===== config.mk =====
export PLATFORM = sky130hd
export DESIGN_NAME = hazard_ctrl_sb
export DESIGN_NICKNAME = d
export VERILOG_FILES = /design/src/rtl/cpu_types_pkg.sv /design/src/rtl/data_path_muxs_pkg.sv /design/src/rtl/hazard_shadow_pipe.sv /design/src/rtl/hazard_ctrl_sb.sv
export SDC_FILE = /design/constraint.sdc
export NUM_CORES = 1
export LEC_CHECK = 0
export ABC_CLOCK_PERIOD_IN_PS = 2490
export BUFFER_PORTS_ARGS = -buffer_cell sky130_fd_sc_hd__buf_4
export CAP_MARGIN = 30
export CORE_UTILIZATION = 40
export CTS_CLUSTER_SIZE = 40
export DETAILED_ROUTE_END_ITERATION = 8
export HOLD_SLACK_MARGIN = 0.08
export PLACE_DENSITY = 0.63
export SLEW_MARGIN = 20
export SYNTH_ARGS = -nofsm -noshare
export SYNTH_HDL_FRONTEND = slang
export SYNTH_SLANG_ARGS = --single-unit

===== constraint.sdc =====
create_clock -name CLK -period 2.49 [get_ports CLK]
set_input_delay 0.249 -clock CLK [delete_from_list [all_inputs] [get_ports CLK]]
set_output_delay 0.249 -clock CLK [all_outputs]
set_load 0.05 [all_outputs]

===== src/rtl/cpu_types_pkg.sv =====
// Core-wide types: hazard FSM states and the shadow-pipeline writer record.
package cpu_types_pkg;

    localparam int REG_W = 5;

    typedef enum logic [1:0] {
        HZ_RUN    = 2'd0,
        HZ_ISTALL = 2'd1,
        HZ_DSTALL = 2'd2
    } hz_state_t;

    typedef struct packed {
        logic             valid;
        logic [REG_W-1:0] rd;
        logic             is_load;
    } shadow_slot_t;

endpackage


===== src/rtl/data_path_muxs_pkg.sv =====
// PC source select encoding shared by the fetch mux and the hazard controller.
package data_path_muxs_pkg;

    typedef enum logic [2:0] {
        SEL_NXT     = 3'd0,
        SEL_BR_TGT  = 3'd1,
        SEL_JMP     = 3'd2,
        SEL_JR      = 3'd3,
        SEL_RESOLVE = 3'd4
    } pc_sel_t;

endpackage


===== src/rtl/hazard_shadow_pipe.sv =====
// Tracks in-flight register writers from EX onwards and reports which of them
// the ID instruction must wait for.
module hazard_shadow_pipe
    import cpu_types_pkg::*;
#(
    parameter int STAGES        = 5,
    parameter int RESOLVE_STAGE = 3,
    parameter int LOAD_LAT      = 1,
    parameter int FWD_EN        = 1
) (
    input  logic             CLK,
    input  logic             RST,
    input  logic             shift,
    input  logic             kill,
    input  logic             ins_valid,
    input  logic [REG_W-1:0] ins_reg,
    input  logic             ins_is_load,
    input  logic [REG_W-1:0] rs,
    input  logic [REG_W-1:0] rt,
    input  logic             rs_used,
    input  logic             rt_used,
    output logic [STAGES-3:0] block_vec
);

    localparam int NENT = STAGES - 2;

    shadow_slot_t slots [NENT];

    // Slots younger than the resolve stage belong to the wrong path on a mispredict.
    always_ff @(posedge CLK) begin
        if (RST) begin
            for (int k = 0; k < NENT; k++) slots[k] <= '0;
        end else if (shift) begin
            slots[0] <= '{valid: ins_valid, rd: ins_reg, is_load: ins_is_load};
            for (int k = 1; k < NENT; k++) begin
                if (kill && k <= RESOLVE_STAGE - 2) slots[k] <= '0;
                else                                slots[k] <= slots[k-1];
            end
        end
    end

    always_comb begin
        block_vec = '0;
        for (int k = 0; k < NENT; k++) begin
            block_vec[k] = slots[k].valid && (slots[k].rd != '0)
                && ((rs_used && rs == slots[k].rd) || (rt_used && rt == slots[k].rd))
                && ((FWD_EN != 0) ? (slots[k].is_load && k < LOAD_LAT) : (k < NENT - 1));
        end
    end

endmodule


===== src/rtl/hazard_ctrl_sb.sv =====
// Hazard controller for an N-stage in-order pipeline: memory-wait freeze,
// load-use/RAW stalls, mispredict recovery, decode redirects and a stall counter.
module hazard_ctrl_sb
    import cpu_types_pkg::*;
    import data_path_muxs_pkg::*;
#(
    parameter int STAGES        = 5,
    parameter int RESOLVE_STAGE = 3,
    parameter int LOAD_LAT      = 1,
    parameter int FWD_EN        = 1,
    parameter int CNT_W         = 32
) (
    input  logic               CLK,
    input  logic               RST,
    input  logic               ihit,
    input  logic               dmem_req,
    input  logic               dhit,
    input  logic               dec_valid,
    input  logic [REG_W-1:0]   dec_rs,
    input  logic [REG_W-1:0]   dec_rt,
    input  logic               dec_rs_used,
    input  logic               dec_rt_used,
    input  logic               dec_wr_en,
    input  logic [REG_W-1:0]   dec_wr_reg,
    input  logic               dec_is_load,
    input  logic               dec_branch,
    input  logic               dec_jump,
    input  logic               dec_jr,
    input  logic               mispredict,
    output logic               enable_pc,
    output logic [STAGES-2:0]  enable_lat,
    output logic [STAGES-2:0]  flush_lat,
    output pc_sel_t            pc_sel,
    output logic [CNT_W-1:0]   stall_count
);

    localparam logic [CNT_W-1:0] CNT_ONE = 1;

    hz_state_t         state;
    logic              freeze;
    logic              mispred_act;
    logic              stall;
    logic              shift;
    logic              ins_valid;
    logic [STAGES-3:0] block_vec;

    assign freeze      = (dmem_req & ~dhit) | ~ihit;
    assign mispred_act = mispredict & ~freeze & ~RST;
    assign stall       = dec_valid & (|block_vec) & ~freeze & ~RST & ~mispredict;
    // Latches from ID/EX onward keep moving during a load-use stall (a bubble
    // enters EX), so the shadow pipe advances on every unfrozen cycle.
    assign shift       = ~freeze & ~RST;
    assign ins_valid   = dec_valid & dec_wr_en & (dec_wr_reg != '0) & ~stall & ~mispred_act;

    hazard_shadow_pipe #(
        .STAGES        (STAGES),
        .RESOLVE_STAGE (RESOLVE_STAGE),
        .LOAD_LAT      (LOAD_LAT),
        .FWD_EN        (FWD_EN)
    ) u_shadow (
        .CLK         (CLK),
        .RST         (RST),
        .shift       (shift),
        .kill        (mispred_act),
        .ins_valid   (ins_valid),
        .ins_reg     (dec_wr_reg),
        .ins_is_load (dec_is_load),
        .rs          (dec_rs),
        .rt          (dec_rt),
        .rs_used     (dec_rs_used),
        .rt_used     (dec_rt_used),
        .block_vec   (block_vec)
    );

    always_ff @(posedge CLK) begin
        if (RST) begin
            state <= HZ_RUN;
        end else begin
            case (state)
                HZ_RUN: begin
                    if (dmem_req && !dhit) state <= HZ_DSTALL;
                    else if (!ihit)        state <= HZ_ISTALL;
                end
                HZ_DSTALL: begin
                    if (dhit) state <= ihit ? HZ_RUN : HZ_ISTALL;
                end
                HZ_ISTALL: begin
                    if (ihit && (!dmem_req || dhit)) state <= HZ_RUN;
                end
                default: state <= HZ_RUN;
            endcase
        end
    end

    always_comb begin
        enable_pc  = 1'b1;
        enable_lat = '1;
        flush_lat  = '0;
        pc_sel     = SEL_NXT;
        if (RST) begin
            enable_pc  = 1'b0;
            enable_lat = '0;
            flush_lat  = '1;
        end else if (freeze) begin
            enable_pc  = 1'b0;
            enable_lat = '0;
        end else if (mispredict) begin
            pc_sel = SEL_RESOLVE;
            for (int i = 0; i < RESOLVE_STAGE; i++) flush_lat[i] = 1'b1;
        end else if (stall) begin
            enable_pc     = 1'b0;
            enable_lat[0] = 1'b0;
            flush_lat[1]  = 1'b1;
        end else if (dec_jump) begin
            pc_sel       = SEL_JMP;
            flush_lat[0] = 1'b1;
        end else if (dec_jr) begin
            pc_sel       = SEL_JR;
            flush_lat[0] = 1'b1;
        end else if (dec_branch) begin
            pc_sel       = SEL_BR_TGT;
            flush_lat[0] = 1'b1;
        end
    end

    always_ff @(posedge CLK) begin
        if (RST)                                  stall_count <= '0;
        else if (!enable_pc && stall_count != '1) stall_count <= stall_count + CNT_ONE;
    end

endmodule


==> run summary, run 1 <==
The worst min-delay path category is in -> reg. The mapped netlist covers 2140 µm². The internal power contribution came out at 0.000958 W. The diode insertion count for antenna repair came out at 0. Yosys attributes the largest share of cell area to sky130_fd_sc_hd__dfxtp_1 30%, sky130_fd_sc_hd__edfxtp_1 9.8%, sky130_fd_sc_hd__a21oi_1 5.8%. The effective utilization at floorplan is 41.7%, and the average cell area after synthesis is 8.92 µm². The detailed-route vias per instance was 5.36. The fraction of power consumed by combinational cells was 18.7%. Compared with the post-synthesis result, the final layout area differs by 37.0%. Grouping stages by cell kind, the critical path spends the most delay in simple AND/OR/NAND/NOR gates. The maximum fanout count along the critical path was 3; the met3 demand-to-capacity share in global routing was 4.82%. The sequential fraction of the synthesis area is 39.7%. Counting I/O delays and the setup requirement, the final critical path takes 2440 ps.

The peak-usage layer in the global routing report was met2. TritonCTS built the clock tree. Counting every net in the synthesized netlist gives 270. The worst reg2reg path startpoint was u_shadow.slots[0][2]. The run gives 2240 ps as the required arrival time at the worst endpoint. The total overflow left after global routing is 0. After detailed routing, the number of remaining DRC violations is 0. The signal on the critical path passes through or4_4 > o2111ai_4 > nor2_4 > nor3b_4 > nor3b_2 > buf_6. For the total design power, the log shows 0.00135 W. During synthesis, Yosys emitted a total of 0 warnings. The standard cell with the maximum stage delay on the critical path is sky130_fd_sc_hd__or4_4. In this run the tightest slew margin relative to its limit is 69.7%.

Clock-pin slew was measured on the worst setup and hold paths at 70 ps. The count of pins on the block boundary came out at 73. The vias after detailed routing is 2091, and the met2 track demand over resource in global routing is 32.5%.

The clock tree root buffer cell was sky130_fd_sc_hd__clkbuf_8. VDD sags by at most 0.266 mV. Of the available clock period, the critical path in the final layout requires 98.0%. The port buffer count was 72. The run finished with clean final reports. The tools report the sort of element at the start of the critical path as a flop. The total area inside the core boundary comes to 5140 µm².

At the end of routability-driven placement, the weighted congestion stood at 0.813. The count of max-cap constraint violations is 0, and the total routed wirelength is 5190 µm. The setup check on the worst reg-to-reg path leaves a slack of 130 ps.

The count of buffer and inverter cells on the critical path was 1. Measured along the y axis, the die boundary spans 75.2 µm. The tools report the number of filler instances in the final layout as 509. The final count of negative-setup-slack endpoints was 0; the relative contribution of the clock network to total power was 31.2%.

The cell type with the highest aggregate area in the netlist is sky130_fd_sc_hd__dfxtp_1. The number of failing hold endpoints at the final stage came out at 0. Hold repair after CTS inserted 0 buffers. The die width is 75.2 µm, and the synthesis-stage register bit count is 39. For the pin with the worst max-slew slack, the measured transition is 455 ps.

STA classifies the critical path endpoint as an output pin. In this run the most critical hold path is launched from dec_is_load. The logs give 2190 ps for the worst endpoint data arrival time and 0 for the remaining number of nets flagged by the antenna check after routing. CTS built an H-tree with a depth of 2. For the pin count of the biggest net entering global routing, the log shows 39. For the fraction of met1 tracks used by global routing, the log shows 27.4%. The tools report the worst hold margin as 238 ps. The end of the worst hold path was u_shadow.slots[0][0]. The initial DRC count is 65, and the share of flip-flops with an asynchronous set or reset is 0%. Setup repair after global routing could not meet its margin everywhere.

The run gives 4 as the first-pass iteration count of the detailed router. In this run the core area contains 26 standard-cell rows. The worst hold path passes through 2 cells. The initial antenna violation count was 0.

The tools report the number of sinks driven by the clock tree as 39. The number of enable flip-flop cells after synthesis was 7; the area of the die was 5650 µm². By startpoint and endpoint, the worst setup path is classified as reg -> out. On the worst path, the slowest cell contributes a delay of 550 ps. For the highest clock frequency the design can meet, the log shows 410 MHz. The prevailing post-synth register cell is sky130_fd_sc_hd__dfxtp_1. The logs give 50.1% for the power share of the sequential group and 1.11 nW for the leakage power. The clock insertion delay at the later pin of the skew report was 290 ps; the proportion of netlist area held by the largest area contributor was 29.9%. For the maximum buffer depth of the clock tree, the log shows 2. Of the total power, the share spent switching nets is 29.2%. In this run the power density over the cells is 461 nW/µm². Synthesis handed over a netlist of 240 instances. The max-slew violation count came out at 0. In this run, CTS created clock tree buffers numbering 5. Yosys mapped the design onto 47 distinct sky130hd cell types. For the worst flop-to-flop path, the logic depth is 11. After routing, the total negative slack on setup checks comes to 0 ps. The HPWL reported at the end of detailed placement was 3810 µm; the proportion of layout cells with a drive suffix above 1 was 34.4%. The first global-routing pass estimated 8720 µm of wire. The wire length per cell was 13.3 µm; the number of nets in the finished design was 349. The switching component of the power was 0.000394 W. Global routing used 20.1% of the available tracks across all layers.

Clock skew on the completed layout was measured at 10.6 ps. The endpoint identified for the worst register-to-register timing path is u_shadow.slots[0][6]. The number of global-route vias before repair came out at 1879.
-- kinds of logic (layout without fill, tap and decap cells) --
| group | count (synthesis) | in the layout | share of synthesized area, % |
|---|---|---|---|
| AND/OR/NAND/NOR | 102 | 102 | 28.6 |
| AO/OA/AOI/OAI | 63 | 63 | 18.8 |
| flip-flops | 39 | 39 | 39.7 |
| buffers and inverters | 18 | 98 | 4.97 |
| XOR/XNOR | 15 | 15 | 6.14 |
| multiplexers | 2 | 2 | 1.17 |
| adder cells (fa/ha/maj) | 1 | 1 | 0.584 |
-- layer usage --
layer  vias to the layer above  wire, µm
met1                       990      2380
met2                        48      2530
met5                         -         0
met3                         5       239
met4                         0        47
li1                       1048         -
-- worst reg2reg max path, delay by kind of cell (launching register included) --
kind	cells	cell delay [ps]
buffers and inverters	5	610
flip-flops	1	480
AO/OA/AOI/OAI	2	440
AND/OR/NAND/NOR	3	420
XOR/XNOR	1	190
-- Yosys cell counts, types with 5 or more instances --
library cell               count
sky130_fd_sc_hd__nand3_1       6
sky130_fd_sc_hd__xnor2_1      10
sky130_fd_sc_hd__nand4_1      18
sky130_fd_sc_hd__nor2_1       13
sky130_fd_sc_hd__edfxtp_1      7
sky130_fd_sc_hd__dfxtp_1      32
sky130_fd_sc_hd__o21ai_0      20
sky130_fd_sc_hd__xor2_1        5
sky130_fd_sc_hd__clkbuf_1      5
sky130_fd_sc_hd__and2_1        7
sky130_fd_sc_hd__inv_1         5
sky130_fd_sc_hd__or3_1        19
sky130_fd_sc_hd__buf_4         5
sky130_fd_sc_hd__nand2_1      13
sky130_fd_sc_hd__o31ai_1       5
sky130_fd_sc_hd__a21oi_1      25
sky130_fd_sc_hd__or4_1         7
-- cells in the final DEF (no fill, tap or decap), types with 2 or more instances in the layout --
cell type / n
sky130_fd_sc_hd__and4_1: 2
sky130_fd_sc_hd__nand3_1: 6
sky130_fd_sc_hd__buf_4: 83
sky130_fd_sc_hd__nand4_1: 18
sky130_fd_sc_hd__buf_6: 2
sky130_fd_sc_hd__o21a_1: 2
sky130_fd_sc_hd__clkbuf_8: 5
sky130_fd_sc_hd__nand2_1: 12
sky130_fd_sc_hd__or3_1: 19
sky130_fd_sc_hd__nor3_1: 4
sky130_fd_sc_hd__and2_1: 7
sky130_fd_sc_hd__xnor2_1: 10
sky130_fd_sc_hd__o31ai_1: 5
sky130_fd_sc_hd__or4_1: 6
sky130_fd_sc_hd__xor2_1: 5
sky130_fd_sc_hd__edfxtp_1: 7
sky130_fd_sc_hd__a21oi_1: 25
sky130_fd_sc_hd__inv_1: 5
sky130_fd_sc_hd__a21o_1: 2
sky130_fd_sc_hd__nor2_1: 12
sky130_fd_sc_hd__o21ai_0: 20
sky130_fd_sc_hd__dfxtp_1: 32
-- power groups by stage --
stage	Combinational, W	Clock (W)	Sequential [W]
after detailed placement	0.000237	0	0.000692
after floorplan	0.000139	0	0.000709
final	0.000253	0.000422	0.000678
after global routing	0.000271	0.000464	0.000681
after CTS	0.000247	0.000436	0.000677
after global placement	0.000235	0	0.000692
-- flip-flops by register name, indices dropped and copies added (netlist names) --
| signal | cells |
|---|---|
| u_shadow.slots | 7 |
| stall_count | 32 |
-- worst max-delay path by stage --
stage | end | slack, ps | from | depth (start not counted)
after floorplan | pc_sel[0] | 30 | u_shadow.slots[0][1] | 5
after global placement | stall_count[4] | 200 | u_shadow.slots[0][2] | 7
after detailed placement | stall_count[6] | 130 | u_shadow.slots[0][2] | 7
after CTS | pc_sel[0] | 3 | u_shadow.slots[0][4] | 6
after global routing | pc_sel[0] | -50 | u_shadow.slots[0][4] | 6
final | pc_sel[0] | 50 | u_shadow.slots[0][4] | 6
-- per-stage QoR --
step | area [µm²] | util, % | setup slack [ps] | std cells
after floorplan | 2150 | - | 35.0 | 240
after global placement | 2740 | 53.3 | 196 | 376
after detailed placement | 2740 | 53.3 | 129 | 376
after CTS | 2880 | 56.0 | 2.75 | 389
after global routing | 2930 | 57.1 | -52.3 | 390
final | 2930 | 57.1 | 50.1 | 390
-- final cells by class --
| class | count | area (µm²) | share of cell area, % |
|---|---|---|---|
| clock inverter | 2 | 11.3 | 0.384 |
| sequential | 39 | 851 | 29.0 |
| inverter | 5 | 18.8 | 0.640 |
| tap | 70 | 87.6 | 2.99 |
| timing repair buffer | 85 | 646 | 22.0 |
| multi-input combinational | 183 | 1250 | 42.5 |
| clock buffer | 6 | 72.6 | 2.47 |
-- what timing repair did --
item / 4_1_cts / 5_1_grt
setup endpoints to repair: 4 / 12
pin swaps: 1 / 2
resized for setup: 5 / 7
setup buffers: 5 / 1
Power figures use the tool's default switching activity.
==> inputs of run 2 (changes only) <==
--- a/config.mk
+++ b/config.mk
@@ -12,7 +12,7 @@
 export CTS_CLUSTER_SIZE = 40
 export DETAILED_ROUTE_END_ITERATION = 8
 export HOLD_SLACK_MARGIN = 0.08
-export PLACE_DENSITY = 0.63
+export PLACE_DENSITY = 0.67
 export SLEW_MARGIN = 20
 export SYNTH_ARGS = -nofsm -noshare
 export SYNTH_HDL_FRONTEND = slang
==> run 2 against run 1 <==
- final area shrank 1.2%
- sequential share of layout area rose by 0.36 points
- fmax barely moved
- clock-buffer cell count rose by 1
- wire length decreased by 0.81%
- worst setup slack worse by 1.4 ps
- largest cell class unchanged
- critical path type unchanged
- total power fell by 1.3%
- sequential power about the same
- non-clock buffer count down 2
- global-route usage decreased by 0.36 points
- sequential cell count did not move
- clock power decreased by 3%
==> run summary, run 2 (synthesis results as in run 1) <==
For the CTS H-tree depth, the log shows 2 (unchanged). The run gives 39 (unchanged) as the number of sinks driven by the clock tree. Worst endpoint data arrival time: 2190 ps (about the same).

The worst voltage drop across the vdd grid was 0.298 mV (was 0.266 mV). The tools report the required arrival time at the worst endpoint as 2240 ps (about the same). The tools report the worst setup skew after layout as 8.15 ps (was 10.6 ps). CTS clock-pin slew for the worst setup and hold paths: 80 ps (was 70 ps). The port buffer count was 72 (unchanged); the ratio of final minimum period to clock period was 98.0% (about the same). The logs give 280 ps (was 290 ps) for the clock insertion delay at the later pin of the skew report and 110 ps (was 130 ps) for the setup slack of the worst register-to-register path. The tools report the initial antenna violation count as 0 (unchanged). The wire length per cell was 13.3 µm (about the same).

The total routed wirelength came out at 5150 µm (was 5190 µm). Sequence of cells on the critical path: or4_4 > o2111ai_4 > buf_4 > o21ai_2 > nand2_2 > buf_4 (was or4_4 > o2111ai_4 > nor2_4 > nor3b_4 > nor3b_2 > buf_6). The tools report the max-slew violation count as 0 (unchanged). The run finished with clean final reports. The HPWL reported at the end of detailed placement is 3670 µm (was 3810 µm). The logs give 244 ps (was 238 ps) for the worst hold margin and 8620 µm (was 8720 µm) for the global-route wire length before repair. The detailed-route vias per instance came out at 5.34 (was 5.36). The effective utilization at floorplan was 41.7% (unchanged); the count of buffer and inverter cells on the critical path was 2 (was 1). The leakage power was 1.09 nW (was 1.11 nW). Setup repair after global routing could not meet its margin everywhere. The largest stage delay on the critical path was 560 ps (was 550 ps). In this design, the critical path's most frequently occurring cell is sky130_fd_sc_hd__buf_4. The tools report the total clock buffers created by CTS as 5 (unchanged).

The run gives 0 (unchanged) as the count of max-cap constraint violations. The number of cells on the worst hold path came out at 2 (unchanged). The capture point of the worst reg-to-reg path was stall_count[31] (was u_shadow.slots[0][6]).

The critical path start-end classification was reg -> out (unchanged). The sort of element at the start of the critical path was a flop (unchanged). The final count of negative-setup-slack endpoints was 0 (unchanged).

The all-layer global routing usage came out at 19.7% (was 20.1%). Total placed cells including tap cells: 375 (was 376). The initial DRC count was 149 (was 65). The vertical die dimension is 75.2 µm (unchanged). TritonCTS built the clock tree. Number of cells on the worst reg-to-reg path: 7 (was 11). The transition at the pin with the smallest max-transition slack was 508 ps (was 455 ps). Pin count of the biggest net entering global routing: 39 (unchanged).

Summed area of non-filler cells in the final layout: 2900 µm² (was 2930 µm²). The diode insertion count for antenna repair came out at 0 (unchanged). Leading registers by flop count: stall_count (32), u_shadow.slots (7) (unchanged). The dominant delay contributor by cell family on the critical path is simple AND/OR/NAND/NOR gates (unchanged).

The die width works out to 75.2 µm (unchanged). Global route total overflow: 0 (unchanged). Number of global-route vias before repair: 1880 (was 1879). The worst reg2reg path startpoint was u_shadow.slots[0][3] (was u_shadow.slots[0][2]). The highest clock frequency the design can meet was 410 MHz (about the same); the flip-flop count of the largest register after layout was 32 (unchanged). Register with the highest flop count: stall_count (unchanged). The first element of the critical path was u_shadow.slots[0][3] (was u_shadow.slots[0][4]). Headroom to the max-slew limit: 66.1% (was 69.7%). The area overhead of the layout relative to synthesis was 35.3% (was 37.0%).

The standard cell with the maximum stage delay on the critical path is sky130_fd_sc_hd__or4_4 (unchanged). The maximum fanout count along the critical path was 14 (was 3). The number of failing hold endpoints at the final stage is 0 (unchanged), and the count of pins on the block boundary is 73 (unchanged).

The logs give 388 (was 390) for the final instance count without filler cells and 4 (unchanged) for the first-pass iteration count of the detailed router. The vias after detailed routing is 2073 (was 2091). Most frequent standard cell in the layout excluding fill and tap cells: sky130_fd_sc_hd__buf_4 (unchanged). The final-layout setup total negative slack came out at 0 ps (unchanged). The clock tree root buffer cell was sky130_fd_sc_hd__clkbuf_8 (unchanged). The number of nets in the finished design is 347 (was 349), and the final period demand of the worst path is 2440 ps (about the same). The logs give 0 (unchanged) for the remaining number of nets flagged by the antenna check after routing and 2 (unchanged) for the maximum buffer depth of the clock tree. Termination of the worst setup path: enable_lat[0] (was pc_sel[0]). The worst min-delay path category is in -> reg (unchanged). The kind of capture point of the worst setup path was an output pin (unchanged).

The placed instance area was 2730 µm² (was 2740 µm²); the area of the core was 5140 µm² (unchanged). Proportion of layout cells with a drive suffix above 1: 33.6% (was 34.4%). The tools report the area of the die as 5650 µm² (unchanged). Most frequent cells in the layout: 82 x sky130_fd_sc_hd__buf_4, 32 x sky130_fd_sc_hd__dfxtp_1, 25 x sky130_fd_sc_hd__a21oi_1 (was 83 x sky130_fd_sc_hd__buf_4, 32 x sky130_fd_sc_hd__dfxtp_1, 25 x sky130_fd_sc_hd__a21oi_1). The final RePlAce weighted congestion was 0.789 (was 0.813).

The DRC violation count after routing was 0 (unchanged). The number of core rows is 26 (unchanged), and the total power density per cell area is 461 nW/µm² (about the same). The number of cells on the critical path was 6 (unchanged).
==> run 2: cell types whose count changed in the layout (fill, tap and decap cells not counted) <==
cell                       delta
sky130_fd_sc_hd__buf_4        -1
sky130_fd_sc_hd__buf_6        -1
sky130_fd_sc_hd__clkbuf_1     +1
sky130_fd_sc_hd__inv_4        -1
sky130_fd_sc_hd__nand2_2      +1
sky130_fd_sc_hd__nand2_4      -1
sky130_fd_sc_hd__nand3_2      +1
sky130_fd_sc_hd__nand3_4      -1
sky130_fd_sc_hd__nand4_2      +1
sky130_fd_sc_hd__nand4_4      -1
sky130_fd_sc_hd__nor3b_2      -1
sky130_fd_sc_hd__nor3b_4      +1
==> run 2: final cells by class <==
type | count | area (µm²)
Clock inverter | 1 | 5.00
Clock buffer | 7 | 76.3
Multi-Input combinational cell | 183 | 1230
Sequential cell | 39 | 851
Fill cell | 490 | 2240
Inverter | 5 | 18.8
Timing Repair Buffer | 83 | 627
Tap cell | 70 | 87.6
==> run 2: metrics by stage <==
| step | total power [W] | util, % | setup WS [ps] |
|---|---|---|---|
| 6_report | 0.00133 | 56.4 | 48.7 |
| 2_1_floorplan | 0.000848 | - | 35.0 |
| 4_1_cts | 0.00134 | 55.5 | 10.9 |
| 3_5_place_dp | 0.000925 | 53.1 | 116 |
| 3_3_place_gp | 0.000924 | 53.1 | 224 |
| 5_1_grt | 0.00140 | 56.4 | -94.7 |
==> run 2: repair_timing <==
| item | 4_1_cts | 5_1_grt |
|---|---|---|
| hold buffers | 0 | 0 |
| gates resized for setup | 3 | 6 |
| endpoints found under the setup margin | 4 | 18 |
| buffers inserted | 4 | 1 |
| pin swaps | 1 | 3 |
==> run 2: power breakdown <==
group          switching, W  leakage [nW]  internal, W
Combinational      0.000148         0.716     0.000103
Clock              0.000212        0.0422     0.000197
Sequential        0.0000172         0.331     0.000659
==> run 2: metal layers <==
metal | vias to the layer above | GRT usage (%) | share of wire [%]
li1 | 1052 | - | -
met5 | - | 0 | 0
met3 | 6 | 3.88 | 3.5
met2 | 37 | 32.7 | 49
met4 | 0 | 4.94 | 1.1
met1 | 978 | 26.6 | 46
==> run 2: worst min-delay path by stage <==
stage / start / end / slack [ps]
finish: dec_wr_reg[4] / u_shadow.slots[0][5] / 240
global route: dec_is_load / u_shadow.slots[0][0] / 240
detailed placement: stall_count[5] / stall_count[5] / 490
floorplan: dec_is_load / u_shadow.slots[0][0] / 450
CTS: dec_is_load / u_shadow.slots[0][0] / 240
global placement: stall_count[5] / stall_count[5] / 490
==> run 2: worst reg2reg max path, delay by kind of cell (launching register included) <==
family / cells / cell delay (ps)
xor+xnor: 1 / 150
flops: 1 / 390
compound gates: 2 / 490
buf+inv: 1 / 160
simple gates: 3 / 1110
